File: config.mk
export PLATFORM = sky130hd
export DESIGN_NAME = i2s_multi_rx_frontend
export DESIGN_NICKNAME = d
export VERILOG_FILES = /design/src/rtl/i2s_multi_rx_frontend_pkg.sv /design/src/rtl/i2s_multi_rx_frontend_deser.sv /design/src/rtl/i2s_multi_rx_frontend.sv
export SDC_FILE = /design/constraint.sdc
export NUM_CORES = 1
export LEC_CHECK = 0
export ABC_AREA = 0
export BUFFER_PORTS_ARGS = -buffer_cell sky130_fd_sc_hd__buf_2
export CAP_MARGIN = 30
export CORE_MARGIN = 2
export CORE_UTILIZATION = 30
export DETAILED_ROUTE_END_ITERATION = 10
export HOLD_SLACK_MARGIN = 0.15
export PLACE_DENSITY = 0.5
export SLEW_MARGIN = 25
export SYNTH_ARGS = -nofsm -noshare
export SYNTH_HDL_FRONTEND = slang
export SYNTH_SLANG_ARGS = --single-unit
File: constraint.sdc
create_clock -name clk -period 3.1 [get_ports clk]
set_input_delay 0.465 -clock clk [delete_from_list [all_inputs] [get_ports clk]]
set_output_delay 0.465 -clock clk [all_outputs]
set_load 0.1 [all_outputs]
File: src/rtl/i2s_multi_rx_frontend_pkg.sv
// anc_cfg_pkg: shared constants for the ANC I2S capture front-end.
//   - Serial config layout: cfg = {half_per[DIV_W-1:0], ch_en[NUM_CH-1:0]},
//     loaded LSB first (ch_en bit 0 arrives first).
//   - Slot-index constants for the left-justified I2S capture window.
//   - Front-end sequencing states.
package anc_cfg_pkg;

  // Defaults matching the standard four-mic build.
  localparam int unsigned CFG_NUM_CH_DEF = 4;
  localparam int unsigned CFG_DIV_W_DEF  = 8;

  // Field offsets inside the config word.
  localparam int unsigned CFG_EN_LSB = 0;
  localparam int unsigned CFG_LEN    = CFG_DIV_W_DEF + CFG_NUM_CH_DEF;

  // Slot index 0 is the I2S one-bit delay; data starts at index 1.
  localparam int unsigned I2S_DELAY_BIT = 0;

  function automatic int unsigned cfg_len(input int unsigned div_w,
                                          input int unsigned num_ch);
    return div_w + num_ch;
  endfunction

  function automatic int unsigned cfg_hp_lsb(input int unsigned num_ch);
    return CFG_EN_LSB + num_ch;
  endfunction

  typedef enum logic {
    ST_LOAD = 1'b0,  // shifting config bits in from cfg_in
    ST_RUN  = 1'b1   // config frozen, clocks and capture running
  } fe_state_t;

endpackage

File: src/rtl/i2s_multi_rx_frontend_deser.sv
// i2s_slot_deser: per-channel MSB-first shift register for one I2S slot.
//   clk, rst_n : system clock, async active-low reset
//   shift_en   : one-clk strobe on each captured data bit
//   sd         : serial data bit of this channel
//   en         : channel enable; a disabled channel holds 0
//   sample     : assembled sample, last-shifted bit in LSB
module i2s_slot_deser
  import anc_cfg_pkg::*;
#(
  parameter int unsigned SAMPLE_W = 16
) (
  input  logic                clk,
  input  logic                rst_n,
  input  logic                shift_en,
  input  logic                sd,
  input  logic                en,
  output logic [SAMPLE_W-1:0] sample
);

  always_ff @(posedge clk or negedge rst_n) begin
    if (!rst_n) begin
      sample <= '0;
    end else if (!en) begin
      sample <= '0;
    end else if (shift_en) begin
      sample <= {sample[SAMPLE_W-2:0], sd};
    end
  end

endmodule

File: src/rtl/i2s_multi_rx_frontend.sv
// i2s_multi_rx_frontend: N-channel I2S capture front-end.
//   clk, rst_n   : system clock, async active-low reset
//   cfg_in       : serial config bit, one per clk after reset
//   cfg_done     : config loaded, capture running
//   sck, ws      : generated I2S bit clock / word select (ws=0 captured)
//   sd           : serial data, bit i = channel i
//   dout         : frame, ch i at [i*SAMPLE_W +: SAMPLE_W]
//   dout_vld/rdy : frame handshake toward the controller
//   ch_en        : decoded channel-enable mask
//   overrun      : sticky, a valid frame was overwritten unread
//   overrun_clr  : synchronous clear of overrun
module i2s_multi_rx_frontend
  import anc_cfg_pkg::*;
#(
  parameter int unsigned NUM_CH   = 4,
  parameter int unsigned SAMPLE_W = 16,
  parameter int unsigned SLOT_W   = 32,
  parameter int unsigned DIV_W    = 8
) (
  input  logic                       clk,
  input  logic                       rst_n,
  input  logic                       cfg_in,
  output logic                       cfg_done,
  output logic                       sck,
  output logic                       ws,
  input  logic [NUM_CH-1:0]          sd,
  output logic [NUM_CH*SAMPLE_W-1:0] dout,
  output logic                       dout_vld,
  input  logic                       dout_rdy,
  output logic [NUM_CH-1:0]          ch_en,
  output logic                       overrun,
  input  logic                       overrun_clr
);

  localparam int unsigned CLEN = cfg_len(DIV_W, NUM_CH);
  localparam int unsigned LCW  = $clog2(CLEN + 1);
  localparam int unsigned BCW  = $clog2(2 * SLOT_W);

  fe_state_t state, state_nxt;

  logic [CLEN-1:0]            cfg;
  logic [LCW-1:0]             load_cnt;
  logic [DIV_W-1:0]           half_per, hp, div_cnt;
  logic [BCW-1:0]             bit_cnt;
  logic                       run, toggle, rise, fall, left, shift_en, frame_rdy;
  logic                       ovr_set;
  logic [NUM_CH*SAMPLE_W-1:0] sh_all;

  assign run      = (state == ST_RUN);
  assign cfg_done = run;
  assign half_per = cfg[cfg_hp_lsb(NUM_CH) +: DIV_W];
  assign ch_en    = run ? cfg[CFG_EN_LSB +: NUM_CH] : '0;

  // Sequencing FSM
  always_ff @(posedge clk or negedge rst_n) begin
    if (!rst_n) state <= ST_LOAD;
    else        state <= state_nxt;
  end

  always_comb begin
    state_nxt = state;
    case (state)
      ST_LOAD: if (load_cnt == LCW'(CLEN - 1)) state_nxt = ST_RUN;
      ST_RUN:  state_nxt = ST_RUN;
      default: state_nxt = ST_LOAD;
    endcase
  end

  always_ff @(posedge clk or negedge rst_n) begin
    if (!rst_n) begin
      cfg      <= '0;
      load_cnt <= '0;
    end else if (!run) begin
      cfg      <= {cfg_in, cfg[CLEN-1:1]};
      load_cnt <= load_cnt + LCW'(1);
    end
  end

  // Clock generation: a zero half-period would never toggle, so clamp to 1.
  assign hp     = (half_per == '0) ? DIV_W'(1) : half_per;
  assign toggle = run && (div_cnt == hp - DIV_W'(1));
  assign rise   = toggle && !sck;
  assign fall   = toggle && sck;
  assign ws     = (bit_cnt >= BCW'(SLOT_W));
  assign left   = !ws;

  always_ff @(posedge clk or negedge rst_n) begin
    if (!rst_n) begin
      div_cnt <= '0;
      sck     <= 1'b0;
      bit_cnt <= '0;
    end else if (run) begin
      div_cnt <= toggle ? '0 : div_cnt + DIV_W'(1);
      if (toggle) sck <= ~sck;
      if (fall) begin
        bit_cnt <= (bit_cnt == BCW'(2 * SLOT_W - 1)) ? '0 : bit_cnt + BCW'(1);
      end
    end
  end

  // Capture window: left slot, indices 1..SAMPLE_W (index 0 is the delay bit).
  assign shift_en = rise && left && (bit_cnt != BCW'(I2S_DELAY_BIT))
                    && (bit_cnt <= BCW'(SAMPLE_W));

  always_ff @(posedge clk or negedge rst_n) begin
    if (!rst_n) frame_rdy <= 1'b0;
    else        frame_rdy <= rise && left && (bit_cnt == BCW'(SAMPLE_W));
  end

  for (genvar i = 0; i < NUM_CH; i++) begin : g_ch
    i2s_slot_deser #(.SAMPLE_W(SAMPLE_W)) u_deser (
      .clk      (clk),
      .rst_n    (rst_n),
      .shift_en (shift_en),
      .sd       (sd[i]),
      .en       (ch_en[i]),
      .sample   (sh_all[i*SAMPLE_W +: SAMPLE_W])
    );
  end

  // Output holding register: a new frame always loads (newest wins); a
  // coincident accept keeps dout_vld high and suppresses the overrun.
  assign ovr_set = frame_rdy && dout_vld && !dout_rdy;

  always_ff @(posedge clk or negedge rst_n) begin
    if (!rst_n) begin
      dout     <= '0;
      dout_vld <= 1'b0;
      overrun  <= 1'b0;
    end else begin
      if (frame_rdy) begin
        dout     <= sh_all;
        dout_vld <= 1'b1;
      end else if (dout_vld && dout_rdy) begin
        dout_vld <= 1'b0;
      end
      if (ovr_set)          overrun <= 1'b1;
      else if (overrun_clr) overrun <= 1'b0;
    end
  end

endmodule

# After elaboration in Yosys (flattened, before gate mapping)
# Index checks and enable logic that the tools add are counted.
# totals
regBits	163
elab_cells	67
out_inout_bits	73
inputBits	9
# classes
eq_ne	8
bitwise	2
mux	18
addsub	4
reduce_logical	19
order_cmp	2
# op_table
operator	n
$mux 16	8
$mux 8	2
$logic_and 1x1->1	10
$add 8x1->8 const B	1
$eq 8x8->1	1
$logic_not 8->1	1
$ne 2x1->1 const B	4
$sub 8x1->8 const B	1
$add 6x1->6 const B	1
$eq 6x5->1 const B	1
$eq 6x6->1 const B	1
$ge 6x6->1 const B	1
$le 6x5->1 const B	1
$mux 6	1
$reduce_bool 6->1	1
$mux 1	5
$add 4x1->4 const B	1
$eq 4x4->1 const B	1
$mux 4	1
$reduce_and 2->1	2
$reduce_bool 2->1	2
$logic_not 1->1	3
$not 1->1	2
$pmux 1 s2	1

# Longest topological paths before layout
# logic_depth
depth_word	11
depth_mapped	12
mapped_depth_nobuf	9

# Cells and area by module
# A second synthesis with hierarchy kept.
# unflattened
cells_unflattened	516
area_unflattened_um2	7061.8
# by_module_without_submodules
mod	area_each_um2	cells_per_inst	n_inst	seq_area_each_um2
i2s_multi_rx_frontend	4279.1	312	1	2477.4
i2s_slot_deser	695.7	51	4	400.4

# Worst setup path after synthesis
# Ideal clock, no wire load.
# synth_path
kind	reg2reg
start	register cfg[6]
end	register g_ch[0].u_deser.sample[0]
setup_time_ns	0.079
path_stages_with_launch	11
arrival_time_ns	2.785
path_slack_ns	0.236
period_less_slack_ns	2.864
cell_sequence	dfrtp_1 > nor3_1 > a21oi_1 > ha_1 > or3_1 > a31oi_2 > nand4_4 > a2111oi_4 > buf_12 > buf_12 > mux2i_1
# synth_between
elab_chain_len	10
# synth_lines
element	line_no	text
from (decl)	i2s_multi_rx_frontend.sv:41	logic [CLEN-1:0] cfg;
from (signal assigned)	i2s_multi_rx_frontend.sv:74	cfg <= {cfg_in, cfg[CLEN-1:1]};
$logic_not 8->1	i2s_multi_rx_frontend.sv:80	assign hp = (half_per == '0) ? DIV_W'(1) : half_per;
$mux 8 (*)	i2s_multi_rx_frontend.sv:80	
$sub 8x1->8 (*)	i2s_multi_rx_frontend.sv:81	assign toggle = run && (div_cnt == hp - DIV_W'(1));
$eq 8x8->1 (*)	i2s_multi_rx_frontend.sv:81	
$logic_and 1x1->1 (*)	i2s_multi_rx_frontend.sv:81	
$logic_and 1x1->1 (*)	i2s_multi_rx_frontend.sv:82	assign rise = toggle && !sck;
$logic_and 1x1->1 (*) (2 in a row)	i2s_multi_rx_frontend.sv:102	assign shift_en = rise && left && (bit_cnt != BCW'(I2S_DELAY_BIT))
$logic_and 1x1->1 (*)	i2s_multi_rx_frontend.sv:103	&& (bit_cnt <= BCW'(SAMPLE_W));
$ne 2x1->1 (no source line) (*)	--	
to (signal assigned)	i2s_multi_rx_frontend_deser.sv:26	sample <= {sample[SAMPLE_W-2:0], sd};
to (decl)	i2s_multi_rx_frontend_deser.sv:17	output logic [SAMPLE_W-1:0] sample
# Every way passes the cells marked *; elsewhere a longest branch is shown, timed or not.
# A chain may end at the register's enable or synchronous reset.

# Final worst setup path
# layout_path
start	register cfg[11]
end	register g_ch[2].u_deser.sample[10]
# layout_between
elab_chain_len	10
# layout_lines
element	line_no
$logic_not 8->1	i2s_multi_rx_frontend.sv:80
$mux 8 (*)	i2s_multi_rx_frontend.sv:80
$sub 8x1->8 (*)	i2s_multi_rx_frontend.sv:81
$eq 8x8->1 (*)	i2s_multi_rx_frontend.sv:81
$logic_and 1x1->1 (*)	i2s_multi_rx_frontend.sv:81
$logic_and 1x1->1 (*)	i2s_multi_rx_frontend.sv:82
$logic_and 1x1->1 (*) (2 in a row)	i2s_multi_rx_frontend.sv:102
$logic_and 1x1->1 (*)	i2s_multi_rx_frontend.sv:103
$ne 2x1->1 (no source line) (*)	--
to (signal assigned)	i2s_multi_rx_frontend_deser.sv:26
to (decl)	i2s_multi_rx_frontend_deser.sv:17
# Marked as above.

==> metrics.md <==
| Metric | Value |
|---|---|
| R2R Setup Slk | 0.16 ns |
| Number of placed I/O pins | 82 |
| Clock transition at the registers of the reported paths | 0.07 ns |
| DIE AREA | 24900 um2 |
| Fill cells | 2272 |
| Yosys cell types | 54 |
| WHS Endpoint | g_ch[1].u_deser.sample[0] |
| First-pass GRT wire length | 23000 um |
| Worst r2r src | cfg[11] |
| DR vias/cell | 4.48 |
| Area grow syn2layout | 19.3% |
| Clock Skew | 0.0110 ns |
| Wire length per cell | 14.4 um |
| CTS root buf | clkbuf_16 |
| R2r worst-path depth | 10 |
| Critical path required time | 3.44 ns |
| Syn nets | 549 |
| Die height | 158 um |
| GP Congestion | 0.758 |
| Main synth FF type | dfrtp_1 |
| IO Port Bufs | 81 |
| Synth Register Bits | 163 |
| Startpoint Class | flip-flop |
| Top-area cell type share of the netlist area | 57.5% |
| Initial Util | 30.4% |
| Syn avg cell area | 13.3 um2 |
| Number of synthesized flops with an enable pin | 0 |
| Ant diodes | 0 |
| H-tree depth | 4 |
| Vias | 4292 |
| Final period util | 94.7% |
| Maxcap violations | 0 |
| Vias in the first global route | 4519 |
| Worst-path fanout max | 16 |
| Share of layout cells above drive strength 1 | 35.6% |
| Worst hold-check path type | input pin to flip-flop |
| Core ar. | 23300 um2 |
| Number of CTS-inserted buffers | 17 |
| Arr. time, crit path | 3.28 ns |
| CTS tree | built |
| Crit path capture type | flip-flop |
| First-pass DRT Iterations | 4 |
| Post-route setup TNS | 0 ns |
| Largest net degree at the start of global routing | 73 |
| CTS Sinks | 163 |
| Async SR Flop Fraction | 100% |
| Max VDD drop | 0.317 mV |
| Synth area leaders | dfrtp_1 (58%), mux2_2 (12%), mux2i_1 (9.0%) |
| Synth cell count leaders | dfrtp_1 (163), mux2_2 (78), nand2_1 (77) |
| Slew Viols, Final | 0 |
| Hold Slack | 0.293 ns |
| Mapped cell area | 7090 um2 |
| Unrepaired setup endpoints after global routing | false |
| DR iter-0 viols | 247 |
| Worst-skew pair later-pin latency | 0.42 ns |
| Die X | 158 um |
| Clk buf depth | 2 |
| YS warnings | 0 |
| Gr usage total | 11.8% |
| Nets@finish | 639 |
| Outcome | finished clean |
| DP HPWL | 9500 um |
| Synthesized netlist cell count | 535 |
| GRT overflow | 0 |
| WHS Path Cells | 3 |
| R2R Path End | g_ch[2].u_deser.sample[10] |
| Hold Fails Final Rpt | 0 |
| Register area share after synthesis | 57.5% |
| Crit path time final | 2.94 ns |
| Count leader, synth | dfrtp_1 |
| Power per cell area | 598 nW/um2 |
| Hold Path Origin | sd[1] |
| Post-route ant nets | 0 |
| Synth area leader | dfrtp_1 |
| Initial antenna violation count | 0 |
| Final setup fails | 0 |
| DRC violations left | 0 |
| Critical path class | flip-flop to flip-flop |
| Fmax | 0.341 GHz |
| Row cnt | 56 |
| Routed WL | 13800 um |
| Worst Max-Slew Pin Slew | 0.911 ns |
| Lkg Pwr | 3.98 nW |
| Rel. slew slack | 39.2% |
## cell type report
class                      instances  area (um2)  share of cell area, %
clock buffer                      19         453                   5.36
sequential                       163        4080                   48.3
timing repair buffer             103         654                   7.74
inverter                          10        37.5                  0.444
multi-input combinational        330        2660                   31.4
clock inverter                    13         173                   2.04
tap                              319         399                   4.72
## cell families (layout without fill, tap and decap cells)
group                    Yosys count  count (layout)  share of synthesized area, %
AO/OA/AOI/OAI                     31              31                          3.62
XOR/XNOR                          16              16                          1.98
adder cells (fa/ha/maj)            5               5                         0.882
buffers and inverters             42             145                          5.19
flip-flops                       163             163                          57.5
multiplexers                     142             142                          21.4
AND/OR/NAND/NOR                  136             136                          9.37
## sequential cells by signal, indices dropped and copies added (netlist names)
name,count
dout_vld,1
frame_rdy,1
dout,64
div_cnt,8
g_ch.u_deser.sample,64
load_cnt,4
overrun,1
cfg_done,1
cfg,12
bit_cnt,6
sck,1
## what timing repair did
action                     4_1_cts  5_1_grt
hold endpoints to repair        70        0
hold buffers                     1        0
buffers inserted                 0        1
resized for setup                0        3
setup endpoints to repair        0       21
## metal layers
layer	up-vias	track usage, %	wire (um)
li1	2051	-	-
met1	2154	15.8	6570
met2	72	18.2	6380
met3	15	3.28	588
met4	0	4.24	229
met5	-	0	0
## worst max-delay path: stages, from the launching register on
cell and delay [ns]:
dfrtp_1 0.40, nor4_4 0.33, a21oi_1 0.14, ha_2 0.23, or3_1 0.41, a31oi_4 0.24
nand4_4 0.13, a2111oi_4 0.39, buf_12 0.19, buf_12 0.17, mux2i_2 0.22
## worst max-delay path by stage
stage	startpoint	end	slack, ns	cells after the start
2_1_floorplan	cfg[6]	g_ch[0].u_deser.sample[0]	0.24	10
3_3_place_gp	cfg[8]	g_ch[0].u_deser.sample[9]	0.23	10
3_5_place_dp	cfg[8]	g_ch[2].u_deser.sample[4]	0.15	10
4_1_cts	cfg[8]	g_ch[2].u_deser.sample[6]	0.15	10
5_1_grt	cfg[11]	g_ch[0].u_deser.sample[15]	0.009	10
6_report	cfg[11]	g_ch[2].u_deser.sample[10]	0.16	10
## stage by stage
| step | instances | setup slack (ns) | instance area, um2 | utilization, % | power, mW |
|---|---|---|---|---|---|
| global route | 957 | 0.00879 | 8460 | 36.2 | 5.28 |
| floorplan | 535 | 0.236 | 7090 | - | 2.72 |
| finish | 957 | 0.164 | 8460 | 36.2 | 5.06 |
| CTS | 956 | 0.146 | 8430 | 36.1 | 5.12 |
| global placement | 923 | 0.234 | 7800 | 33.4 | 2.87 |
| detailed placement | 923 | 0.146 | 7800 | 33.4 | 2.88 |
## cell usage in the layout (no fill, tap or decap), types with 3 or more instances in the layout
cell type / count
a21oi_1: 7
and2_1: 6
and3_1: 3
and4_1: 3
buf_12: 6
buf_2: 80
buf_4: 15
bufinv_16: 3
clkbuf_16: 17
clkinvlp_4: 3
dfrtp_1: 162
ha_1: 4
inv_1: 10
inv_6: 3
mux2_2: 78
mux2i_1: 63
nand2_1: 77
nand3_1: 9
nand4_1: 5
nor2_1: 14
o21ai_0: 3
xnor2_1: 10
xor2_1: 6
## power by group
group          internal [mW]  switching (mW)
combinational          0.211           0.350
clock                   1.32           0.882
sequential              2.19          0.0948
total                   3.73            1.33
No activity file was read; power rests on OpenSTA's default activity.
